<file path="config.mk">
export PLATFORM = sky130hd
export DESIGN_NAME = mux2_rr_arbiter
export DESIGN_NICKNAME = d
export VERILOG_FILES = /design/src/rtl/mux2_rr_arbiter.sv
export SDC_FILE = /design/constraint.sdc
export NUM_CORES = 1
export LEC_CHECK = 0
export CAP_MARGIN = 5
export CORE_UTILIZATION = 36
export CTS_CLUSTER_DIAMETER = 80
export DETAILED_ROUTE_END_ITERATION = 16
export MAX_ROUTING_LAYER = met4
export PLACE_DENSITY_LB_ADDON = 0.25
export SLEW_MARGIN = 20
export SYNTH_ARGS = -nofsm -noshare
export SYNTH_HDL_FRONTEND = slang
export SYNTH_SLANG_ARGS = --single-unit
</file>
<file path="constraint.sdc">
create_clock -name clk -period 1.28 [get_ports clk]
set_input_delay 0.256 -clock clk [delete_from_list [all_inputs] [get_ports clk]]
set_output_delay 0.256 -clock clk [all_outputs]
set_load 0.01 [all_outputs]
</file>
<file path="src/rtl/mux2_rr_arbiter.sv">
// Two-requester arbiter for a shared 2:1 mux with burst-limited round-robin,
// feeding a one-entry valid/ready output register.

module mux2_rr_arbiter_port (
  input  logic i_rst_n,
  input  logic i_take,
  input  logic i_req,
  input  logic i_win_me,
  output logic o_gnt
);
  // Grant is purely combinational so it drops in the same cycle out_ready falls.
  assign o_gnt = i_rst_n && i_take && i_req && i_win_me;
endmodule

module mux2_rr_arbiter #(
  parameter int WIDTH     = 4,
  parameter int MAX_BURST = 2
) (
  input  logic             clk,
  input  logic             rst_n,
  input  logic             req0,
  input  logic [WIDTH-1:0] data0,
  output logic             gnt0,
  input  logic             req1,
  input  logic [WIDTH-1:0] data1,
  output logic             gnt1,
  output logic             out_valid,
  input  logic             out_ready,
  output logic [WIDTH-1:0] out_data,
  output logic             sel
);
  localparam int CW = $clog2(MAX_BURST + 1);
  localparam logic [CW-1:0] MAXC = CW'(MAX_BURST);
  localparam logic [CW-1:0] ONE  = CW'(1);

  typedef enum logic {OWN0 = 1'b0, OWN1 = 1'b1} own_e;

  typedef struct packed {
    logic             vld;
    logic [WIDTH-1:0] data;
    own_e             own;
    logic [CW-1:0]    cnt;
  } state_t;

  state_t                  r_st;
  state_t                  w_st_nxt;
  logic [1:0]              w_req;
  logic [1:0][WIDTH-1:0]   w_data;
  logic [1:0]              w_gnt;
  logic                    w_load_en;
  logic                    w_any;
  logic                    w_win;
  logic                    w_own;

  assign w_req     = {req1, req0};
  assign w_data    = {data1, data0};
  assign w_own     = logic'(r_st.own);
  assign w_load_en = !r_st.vld || out_ready;
  assign w_any     = |w_req;

  // Burst limit only matters under contention; a lone requester always wins.
  always_comb begin
    w_win = w_own;
    case (w_req)
      2'b01:   w_win = 1'b0;
      2'b10:   w_win = 1'b1;
      2'b11:   w_win = (r_st.cnt < MAXC) ? w_own : ~w_own;
      default: w_win = w_own;
    endcase
  end

  for (genvar g = 0; g < 2; g++) begin : g_port
    mux2_rr_arbiter_port u_port (
      .i_rst_n  (rst_n),
      .i_take   (w_load_en),
      .i_req    (w_req[g]),
      .i_win_me (w_win == (g == 1)),
      .o_gnt    (w_gnt[g])
    );
  end

  // Owner FSM: OWN0/OWN1 with a saturating burst counter; idle cycles keep burst state.
  always_comb begin
    w_st_nxt = r_st;
    if (w_load_en) begin
      if (w_any) begin
        w_st_nxt.vld  = 1'b1;
        w_st_nxt.data = w_data[w_win];
        if (w_win == w_own) begin
          w_st_nxt.cnt = (r_st.cnt >= MAXC) ? MAXC : r_st.cnt + ONE;
        end else begin
          w_st_nxt.own = own_e'(w_win);
          w_st_nxt.cnt = ONE;
        end
      end else begin
        w_st_nxt.vld = 1'b0;
      end
    end
  end

  always_ff @(posedge clk or negedge rst_n) begin
    if (!rst_n) r_st <= '0;
    else        r_st <= w_st_nxt;
  end

  assign gnt0      = w_gnt[0];
  assign gnt1      = w_gnt[1];
  assign out_valid = r_st.vld;
  assign out_data  = r_st.data;
  assign sel       = w_own;
endmodule
</file>
==> summary.txt, run 1 <==
Layout
  • Layout cell share with drive strength beyond 1: 41.11%
  • Synthesis-to-finish area growth: 68.45%
  • Nets: 104
  • Fillers: 111
  • # diodes: 0
  • Final core utilization: 65.91%
  • Final Instance Area: 868.3 sq um

Min path
  • HP Class: in2async

Worst setup path
  • Startpoint Class: flip-flop
  • Critical Path RT: 1.02 ns
  • Critical path's largest stage delay: 0.45 ns
  • Worst setup EP type: output port
  • Crit Path Max Fanout: 4
  • Slowest-stage cell, CP: dfrtp_2
  • CP Class: reg2out
  • Worst path cell trace: xnor2_2 -> o2bb2ai_4 -> and4_4 -> buf_6
  • Crit path DAT: 1.37 ns

Clock network
  • Clock Path Buffers: 2
  • Clock transition at path regs: 0.06 ns
  • Hold-fix buffers, CTS: 0
  • CTS root buf: clkbuf_4
  • Inserted Clock Buffers: 3
  • H-tree levels: 1
  • Total clock sinks: 8
  • Worst-Skew Late Latency: 0.25 ns
  • CTS tree: built

Timing
  • Slew @ Worst Pin: 0.2726 ns
  • Final hold violations: 0
  • Skew final: 0.01179 ns
  • Max_slew headroom: 81.83%
  • Tmin final: 1.624 ns
  • Max Slew Vio Count: 0
  • RSZ-0062 raised after global routing: yes
  • Setup slack after layout: -0.3443 ns
  • Fmax: 0.6156 GHz
  • # setup viols final: 7
  • Final Cycle Share: 126.9%

Pwr
  • Maximum vdd ir drop: 0.7004 mV
  • LEAKAGE: 0.4080 nW
  • PwrDens: 1349 nW/um^2

Synth
  • Net Count, Synth: 68
  • Post-Synthesis Cells: 55
  • Yosys reg bits: 8
  • Number of distinct library cells after synthesis: 23
  • Synth Area in Adders: 0%
  • Number of synthesized flops with an enable pin: 0
  • Yosys warning total: 0
  • Mux share of post-synthesis cell area: 7.767%
  • Complex-gate fraction of the synthesized area: 21.84%
  • Seq/Total Area, Yosys: 38.83%
  • Mapped cell area: 515.5 sq um
  • Most used flip-flop cell after synthesis: dfrtp_1
  • Main combinational cell family by area after synthesis: compound AO/OA/AOI/OAI gates
  • Avg Inst Size Synth: 9.373 sq um
  • Post-Synth Simple-Gate Area: 17.96%
  • Fraction of registers with async set/reset: 100.0%
  • Synth Area in XOR/XNOR: 3.155%

Outcome
  • Failing checks: setup timing
  • Status: finished with violations

Die
  • Die Y: 39.84 microns
  • Ports: 21
  • Starting Density: 39.13%
  • DIE AREA: 1587 sq um
  • Row cnt: 13
  • Core area: 1318 sq um
  • Die X: 39.84 microns

GRT
  • First-pass GRT wire length: 1897 microns
  • Aggregate global routing overflow: 0
  • Total Routing Usage GR: 19.20%
  • Initial antenna violation count: 0
  • Number of global-route vias before repair: 454
  • Largest net degree at the start of global routing: 7

Route
  • Final routed DRC violation total: 0
  • Vias per cell: 4.790
  • DR pass1 iterations: 3
  • Via count: 503
  • Routed Antenna Nets: 0
  • DR WL/cell: 11.39 microns
  • Initial DRC count: 4
  • Total wire length: 1196 microns

Place
  • Placer Congestion: 0.6703
  • Placed Area: 818.3 sq um
  • HPWL after DPL: 903.3 microns
  • IO Port Bufs: 20

Run
  • Max-Cap Viols: 0
==> power by group <==
part | total, mW | switching, mW | internal [mW]
combinational | 0.593 | 0.247 | 0.346
sequential | 0.375 | 0.0595 | 0.315
clock | 0.204 | 0.0845 | 0.119
==> registers in the layout, indices dropped and copies added, names as in the netlist <==
signal and count:
out_data 4, out_valid 1, r_st 2, sel 1
==> stage by stage <==
| step | total power [mW] | instances | worst slack [ns] | setup TNS, ns | hold slack (ns) |
|---|---|---|---|---|---|
| 2_1_floorplan | 0.6832 | 55 | -0.04330 | -0.04330 | -0.03959 |
| 3_3_place_gp | 0.9036 | 100 | -0.7952 | -4.432 | 0.4673 |
| 3_5_place_dp | 0.9176 | 100 | -0.8082 | -4.580 | 0.4729 |
| 4_1_cts | 1.112 | 104 | -0.3755 | -1.345 | 0.3699 |
| 5_1_grt | 1.247 | 105 | -0.3881 | -1.587 | 0.4075 |
| 6_report | 1.172 | 105 | -0.3443 | -1.211 | 0.3755 |
==> synth_stat cells, types with 2 or more instances <==
library cell | instances | area (sq um)
buf_4 | 5 | 37.54
nor2_1 | 5 | 18.77
o21ai_0 | 2 | 10.01
mux2i_1 | 4 | 40.04
nor2b_1 | 2 | 12.51
a21oi_1 | 2 | 10.01
dfrtp_1 | 8 | 200.2
nand2_1 | 7 | 26.28
o22ai_1 | 2 | 12.51
o21ai_1 | 4 | 20.02
inv_1 | 2 | 7.510
==> per-layer routing <==
metal  wire length, microns  vias to the layer above  global-route usage, %
met5                      0                        -                      -
met4                      5                        0                  12.93
met3                     41                        2                  1.705
met2                    598                       11                  31.97
met1                    550                      228                  21.60
li1                       -                      262                      -
==> kinds of logic (layout without fill, tap and decap cells) <==
logic type	Yosys count	after routing
XOR/XNOR	1	1
AO/OA/AOI/OAI	15	15
AND/OR/NAND/NOR	18	18
buffers and inverters	9	44
flip-flops	8	8
multiplexers	4	4
==> final timing paths <==
kind                              from     endpoint  slack [ns]  cells past startpoint
min in group clk           out_data[2]  out_data[2]        0.48                      2
max reg2reg                        sel  out_data[1]       -0.15                      6
min                              rst_n          sel        0.38                      2
max in group asynchronous        rst_n      r_st[1]        0.75                      2
min reg2reg                out_data[2]  out_data[2]        0.48                      2
max                                sel         gnt0       -0.34                      4
==> timing repair <==
action,4_1_cts,5_1_grt
gates resized for setup,22,10
endpoints found under the setup margin,15,8
setup buffers,0,1
pin swaps,2,3
==> area by class of cell <==
cell class	instances	area [sq um]	share of cell area, %
Clock buffer	4	26.28	3.026
Timing Repair Buffer	38	325.3	37.46
Inverter	2	7.507	0.8646
Sequential cell	8	201.4	23.20
Multi-Input combinational cell	38	289.0	33.29
Tap cell	15	18.77	2.161
==> cells in the final DEF (no fill, tap or decap), drive strengths merged, types with 2 or more instances in the layout <==
cell type      synthesis  final
a21oi                  2      2
buf                    6     21
clkbuf                 1      5
clkdlybuf4s50          0     10
dfrtp                  8      8
dlygate4sd2            0      6
inv                    2      2
mux2i                  4      4
nand2                  7      7
nor2                   5      5
nor2b                  3      3
o21ai                  7      7
o22ai                  2      2
==> worst max-delay path, delay by kind of cell (launching register included) <==
family / cells / cell delay (ns)
buffers and inverters: 1 / 0.09
AOI/OAI and AO/OA: 1 / 0.14
xor gates and xnor gates: 1 / 0.21
DFF: 1 / 0.45
and+or+nand+nor: 1 / 0.22
(Power assumes the default switching activity.)
==> run 2: changes to the inputs <==
--- a/config.mk
+++ b/config.mk
@@ -6,12 +6,14 @@
 export NUM_CORES = 1
 export LEC_CHECK = 0
 export CAP_MARGIN = 5
-export CORE_UTILIZATION = 36
+export CORE_AREA = 2 2 39 41
 export CTS_CLUSTER_DIAMETER = 80
 export DETAILED_ROUTE_END_ITERATION = 16
+export DIE_AREA = 0 0 41 43
 export MAX_ROUTING_LAYER = met4
 export PLACE_DENSITY_LB_ADDON = 0.25
 export SLEW_MARGIN = 20
 export SYNTH_ARGS = -nofsm -noshare
 export SYNTH_HDL_FRONTEND = slang
 export SYNTH_SLANG_ARGS = --single-unit
+export TNS_END_PERCENT = 1
==> constraint.sdc (replaced) <==
create_clock -name clk -period 2.1 [get_ports clk]
set_input_delay 0.42 -clock clk [delete_from_list [all_inputs] [get_ports clk]]
set_output_delay 0.42 -clock clk [all_outputs]
set_load 0.01 [all_outputs]
==> run 2 against run 1 <==
Effect of this change: largest cell class unchanged; clock skew down 0.0090 ns; sequential cell count unchanged; the run now ends clean; combinational power down 48%; routed wire length down 4.8%; global-route usage down 2.2 points; highest routed layer unchanged; first-iteration DRC count down 50%; critical path depth unchanged; clock-buffer cell count down 1.
==> summary.txt, run 2 (synthesized netlist as in run 1, its figures left out) <==
Layout
  • Layout cell share with drive strength beyond 1: 25.61% (was 41.11%)
  • Max reg flops: 4 (unchanged)
  • # diodes: 0 (unchanged)
  • Commonest non-fill, non-tap cell in the layout: clkdlybuf4s50_1 (was buf_4)
  • Synthesis-to-finish area growth: 55.10% (was 68.45%)
  • Nets: 97 (was 104)
  • Final core utilization: 57.78% (was 65.91%)
  • Most frequent cells in the layout: clkdlybuf4s50_1, buf_4, nand2_1, dfrtp_1, nor2_1 (was buf_4, clkdlybuf4s50_1, dfrtp_1, nand2_1, dlygate4sd2_1)

Worst setup path
  • Reg2Reg Launch Point: sel (unchanged)
  • Internal reg-to-reg setup slack: 0.67 ns (was -0.15 ns)
  • Startpoint Class: input pin (was flip-flop)
  • Crit path DAT: 1.52 ns (was 1.37 ns)
  • Crit Path Max Fanout: 4 (unchanged)
  • Critical Path RT: 1.68 ns (was 1.02 ns)
  • CP Class: in2out (was reg2out)
  • Reg2reg path depth: 6 (unchanged)
  • Worst setup EP type: output port (unchanged)
  • R2r endpoint: out_data[0] (was out_data[1])

Min path
  • Worst hold path depth: 2
  • Hold Path Origin: out_data[3]
  • Sink of the worst hold path: out_data[3]
  • HP Class: reg2reg (was in2async)

Clock network
  • CTS tree: built (unchanged)
  • Worst-Skew Late Latency: 0.25 ns (about the same)
  • Clock Path Buffers: 2 (unchanged)
  • Inserted Clock Buffers: 3 (unchanged)
  • Total clock sinks: 8 (unchanged)
  • CTS root buf: clkbuf_4 (unchanged)
  • Clock transition at path regs: 0.05 ns (was 0.06 ns)
  • H-tree levels: 1 (unchanged)

Place
  • Placer Congestion: 0.7259 (was 0.6703)
  • HPWL after DPL: 935.6 microns (was 903.3 microns)
  • IO Port Bufs: 20 (unchanged)

GRT
  • Largest net degree at the start of global routing: 11 (was 7)
  • Number of global-route vias before repair: 469 (was 454)
  • Initial antenna violation count: 0 (unchanged)
  • First-pass GRT wire length: 1897 microns (unchanged)
  • Aggregate global routing overflow: 0 (unchanged)
  • Total Routing Usage GR: 16.96% (was 19.20%)

Route
  • Final routed DRC violation total: 0 (unchanged)
  • Via count: 474 (was 503)
  • DR WL/cell: 11.62 microns (was 11.39 microns)
  • DR pass1 iterations: 3 (unchanged)
  • Routed Antenna Nets: 0 (unchanged)
  • Vias per cell: 4.837 (was 4.790)
  • Total wire length: 1139 microns (was 1196 microns)
  • Initial DRC count: 2 (was 4)

Pwr
  • Comb pwr share: 47.1% (was 50.6%)
  • P_int: 0.4424 mW (was 0.7808 mW)
  • PwrDens: 818.7 nW/um^2 (was 1349 nW/um^2)
  • Sequential Power Share: 34.7% (was 32.0%)
  • Maximum vdd ir drop: 0.4129 mV (was 0.7004 mV)
  • LEAKAGE: 0.3613 nW (was 0.4080 nW)
  • Net Sw Frac: 32.41% (was 33.36%)
  • Switch Pwr: 0.2121 mW (was 0.3909 mW)
  • Clock power frac: 18.2% (was 17.4%)

Die
  • Starting Density: 37.25% (was 39.13%)
  • Die X: 41 microns (was 39.84 microns)
  • Die Y: 43 microns (was 39.84 microns)
  • DIE AREA: 1763 sq um (was 1587 sq um)
  • Core area: 1384 sq um (was 1318 sq um)
  • Ports: 21 (unchanged)
  • Row cnt: 14 (was 13)

Timing
  • Tmin final: 1.942 ns
  • Final Cycle Share: 92.46%
  • Skew final: 0.002783 ns (was 0.01179 ns)
  • # setup viols final: 0 (was 7)
  • Worst hold slack: 0.4825 ns (was 0.3755 ns)
  • Fmax: 0.5150 GHz
  • Final hold violations: 0 (unchanged)
  • RSZ-0062 raised after global routing: no (was yes)
  • Slew @ Worst Pin: 0.3914 ns (was 0.2726 ns)
  • Max_slew headroom: 73.90% (was 81.83%)
  • Max Slew Vio Count: 0 (unchanged)

Outcome
  • Status: complete, no violations (was finished with violations)

Run
  • Max-Cap Viols: 0 (unchanged)
-- run 2: layout make-up --
cell class | instances | area, sq um
Fill cell | 133 | 584.3
Sequential cell | 8 | 201.4
Timing Repair Buffer | 31 | 279.0
Inverter | 2 | 7.507
Tap cell | 16 | 20.02
Multi-Input combinational cell | 38 | 269.0
Clock buffer | 3 | 22.52
-- run 2: per-layer routing --
| layer | routed length (microns) | vias up | global-route usage (%) |
|---|---|---|---|
| met5 | 0 | - | - |
| met3 | 42 | 2 | 4.712 |
| met4 | 7 | 0 | 10.00 |
| met2 | 606 | 11 | 27.19 |
| met1 | 483 | 219 | 17.33 |
| li1 | - | 242 | - |
-- run 2: stage by stage --
step	worst slack (ns)	power (mW)	cells	setup TNS, ns	cell area, sq um
after floorplan	0.5514	0.4138	55	0	515.5
after global placement	-0.3425	0.5334	95	-0.6489	772.0
after detailed placement	-0.3587	0.5403	95	-0.6792	772.0
after CTS	0.1479	0.6627	98	0	799.5
after global routing	0.09039	0.6987	98	0	799.5
final	0.1583	0.6546	98	0	799.5
-- run 2: timing repair --
item                                    4_1_cts  5_1_grt
resized for setup                             5        0
buffers inserted                              0        0
endpoints found under the setup margin        2        0
hold endpoints to repair                      0        0
hold buffers                                  0        0
-- run 2: worst max-delay path by stage --
stage / startpoint / to / cells past startpoint / slack [ns]
finish: out_ready / gnt0 / 4 / 0.16
floorplan: sel / gnt0 / 3 / 0.55
CTS: req1 / gnt0 / 4 / 0.15
global route: req1 / gnt1 / 5 / 0.09
global placement: req0 / gnt0 / 5 / -0.34
detailed placement: req0 / gnt0 / 5 / -0.36
-- run 2: power by group through the flow --
stage	logic (mW)	clock network (mW)	registers, mW
global placement	0.308	0	0.226
floorplan	0.183	0	0.230
CTS	0.313	0.123	0.227
detailed placement	0.313	0	0.228
global route	0.336	0.133	0.229
finish	0.308	0.119	0.227
-- run 2: critical path: stages --
cell,delay [ns]
clkdlybuf4s50_1,0.48
nand2b_4,0.14
and4_2,0.21
dlygate4sd2_1,0.27
==> run 3: changes to the inputs <==
--- a/config.mk
+++ b/config.mk
@@ -5,13 +5,13 @@
 export SDC_FILE = /design/constraint.sdc
 export NUM_CORES = 1
 export LEC_CHECK = 0
-export CAP_MARGIN = 5
 export CORE_AREA = 2 2 39 41
 export CTS_CLUSTER_DIAMETER = 80
 export DETAILED_ROUTE_END_ITERATION = 16
 export DIE_AREA = 0 0 41 43
 export MAX_ROUTING_LAYER = met4
 export PLACE_DENSITY_LB_ADDON = 0.25
+export REMOVE_ABC_BUFFERS = 1
 export SLEW_MARGIN = 20
 export SYNTH_ARGS = -nofsm -noshare
 export SYNTH_HDL_FRONTEND = slang
==> run 3 against run 2 <==
Effect of this change: worst hold slack improved by 0.0034 ns; critical path type unchanged; sequential power down 2%; clock-buffer cell count did not move; clock power about the same.
==> summary.txt, run 3 (synthesized netlist as in run 1, its figures left out) <==
Timing
  • # setup viols final: 0 (unchanged)
  • Slew @ Worst Pin: 0.3839 ns (was 0.3914 ns)
  • Final Cycle Share: 91.63% (was 92.46%)
  • Fmax: 0.5197 GHz (was 0.5150 GHz)
  • Skew final: 0.001312 ns (was 0.002783 ns)
  • Setup slack after layout: 0.1758 ns (was 0.1583 ns)
  • Tmin final: 1.924 ns (was 1.942 ns)
  • Max Slew Vio Count: 0 (unchanged)
  • RSZ-0062 raised after global routing: no (unchanged)
  • Final hold violations: 0 (unchanged)
  • Max_slew headroom: 74.40% (was 73.90%)

Clock network
  • CTS root buf: clkbuf_4 (unchanged)
  • Worst-Skew Late Latency: 0.25 ns (about the same)
  • Clock transition at path regs: 0.05 ns (about the same)
  • Total clock sinks: 8 (unchanged)
  • Clock Path Buffers: 2 (unchanged)
  • Hold-fix buffers, CTS: 0 (unchanged)
  • H-tree levels: 1 (unchanged)
  • Inserted Clock Buffers: 3 (unchanged)
  • CTS tree: built (unchanged)

Worst setup path
  • Startpoint Class: input pin (unchanged)
  • Crit path DAT: 1.50 ns (was 1.52 ns)
  • CP Class: in2out (unchanged)
  • Slowest-stage cell, CP: clkdlybuf4s50_1 (unchanged)
  • Worst path cell trace: clkdlybuf4s50_1 -> nand2b_4 -> and4_2 -> dlygate4sd2_1 (unchanged)
  • Crit Path Max Fanout: 3 (was 4)
  • Critical Path RT: 1.68 ns (about the same)
  • Critical path's largest stage delay: 0.48 ns (about the same)
  • Internal reg-to-reg setup slack: 0.73 ns (was 0.67 ns)
  • Worst setup EP type: output port (unchanged)

Layout
  • Synthesis-to-finish area growth: 56.55% (was 55.10%)
  • # diodes: 0 (unchanged)
  • Commonest non-fill, non-tap cell in the layout: clkdlybuf4s50_1 (unchanged)
  • Most frequent cells in the layout: clkdlybuf4s50_1, buf_4, dfrtp_1, nand2_1, nor2_1 (was clkdlybuf4s50_1, buf_4, nand2_1, dfrtp_1, nor2_1)
  • Max reg flops: 4 (unchanged)
  • Final core utilization: 58.32% (was 57.78%)
  • Layout cell share with drive strength beyond 1: 26.51% (was 25.61%)
  • Final Instance Area: 807.0 sq um (was 799.5 sq um)
  • Nets: 98 (was 97)

Route
  • DR WL/cell: 11.08 microns (was 11.62 microns)
  • DR pass1 iterations: 2 (was 3)
  • Vias per cell: 4.747 (was 4.837)
  • Via count: 470 (was 474)
  • Final routed DRC violation total: 0 (unchanged)
  • Routed Antenna Nets: 0 (unchanged)
  • Initial DRC count: 2 (unchanged)
  • Total wire length: 1097 microns (was 1139 microns)

Die
  • Ports: 21 (unchanged)
  • DIE AREA: 1763 sq um (unchanged)
  • Die Y: 43 microns (unchanged)
  • Core area: 1384 sq um (unchanged)
  • Die X: 41 microns (unchanged)
  • Row cnt: 14 (unchanged)
  • Starting Density: 37.25% (unchanged)

GRT
  • Total Routing Usage GR: 16.34% (was 16.96%)
  • Initial antenna violation count: 0 (unchanged)
  • Aggregate global routing overflow: 0 (unchanged)
  • Largest net degree at the start of global routing: 11 (unchanged)
  • First-pass GRT wire length: 1911 microns (was 1897 microns)
  • Number of global-route vias before repair: 471 (was 469)

Run
  • Max-Cap Viols: 0 (unchanged)

Place
  • HPWL after DPL: 887 microns (was 935.6 microns)
  • Post-Place Worst Slack: -0.3797 ns (was -0.3587 ns)
  • IO Port Bufs: 20 (unchanged)
  • Placed Area: 772.0 sq um (unchanged)
  • Placer Congestion: 0.7198 (was 0.7259)

Min path
  • HP Class: reg2reg (unchanged)

Outcome
  • Status: complete, no violations (unchanged)

Pwr
  • PwrDens: 821.6 nW/um^2 (was 818.7 nW/um^2)
  • LEAKAGE: 0.3683 nW (was 0.3613 nW)
  • Maximum vdd ir drop: 0.4262 mV (was 0.4129 mV)
run 3: report_power, final:
part	leakage (nW)	switching (mW)	internal, mW	total (mW)
Sequential	0.0940	0.0318	0.191	0.223
Clock	0.0138	0.0506	0.0653	0.116
Combinational	0.261	0.128	0.197	0.324
Total	0.368	0.210	0.453	0.663
run 3: path summary, 6_finish.rpt:
kind                       cells after the start     endpoint   startpoint
hold / removal                                 2  out_data[1]  out_data[1]
setup / recovery                               4         gnt0    out_ready
min in group asynchronous                      2      r_st[1]        rst_n
hold reg to reg                                2  out_data[1]  out_data[1]
setup reg to reg                               6  out_data[3]      r_st[1]
max in group asynchronous                      2  out_data[1]        rst_n
run 3: what timing repair did:
item / 4_1_cts / 5_1_grt
setup endpoints to repair: 2 / 0
resized for setup: 7 / 0
buffers inserted: 1 / 0
run 3: per-stage QoR:
stage               setup TNS, ns  hold WS (ns)  std cells  power (mW)
finish                          0        0.4860         99      0.6631
global route                    0        0.5318         99      0.7131
CTS                             0        0.4914         99      0.6726
detailed placement        -0.7388        0.4788         95      0.5457
global placement          -0.6729        0.4709         95      0.5408
floorplan                       0        0.1244         48      0.3830
run 3: worst max-delay path: cells and delay by family:
kind,cells,cell delay [ns]
and+or+nand+nor,2,0.35
buffers and inverters,2,0.74
run 3: layer usage:
layer	vias to the layer above	global-route usage [%]	wire length, microns
li1	244	-	-
met1	208	22.00	512
met2	16	23.75	503
met3	2	3.141	71
met4	0	6.000	9
met5	-	-	0
run 3: area by class of cell:
cell class / count / area [sq um]
Inverter: 2 / 7.507
Clock buffer: 3 / 22.52
Timing Repair Buffer: 32 / 287.8
Multi-Input combinational cell: 38 / 269.0
Fill cell: 130 / 576.8
Tap cell: 16 / 20.02
Sequential cell: 8 / 200.2
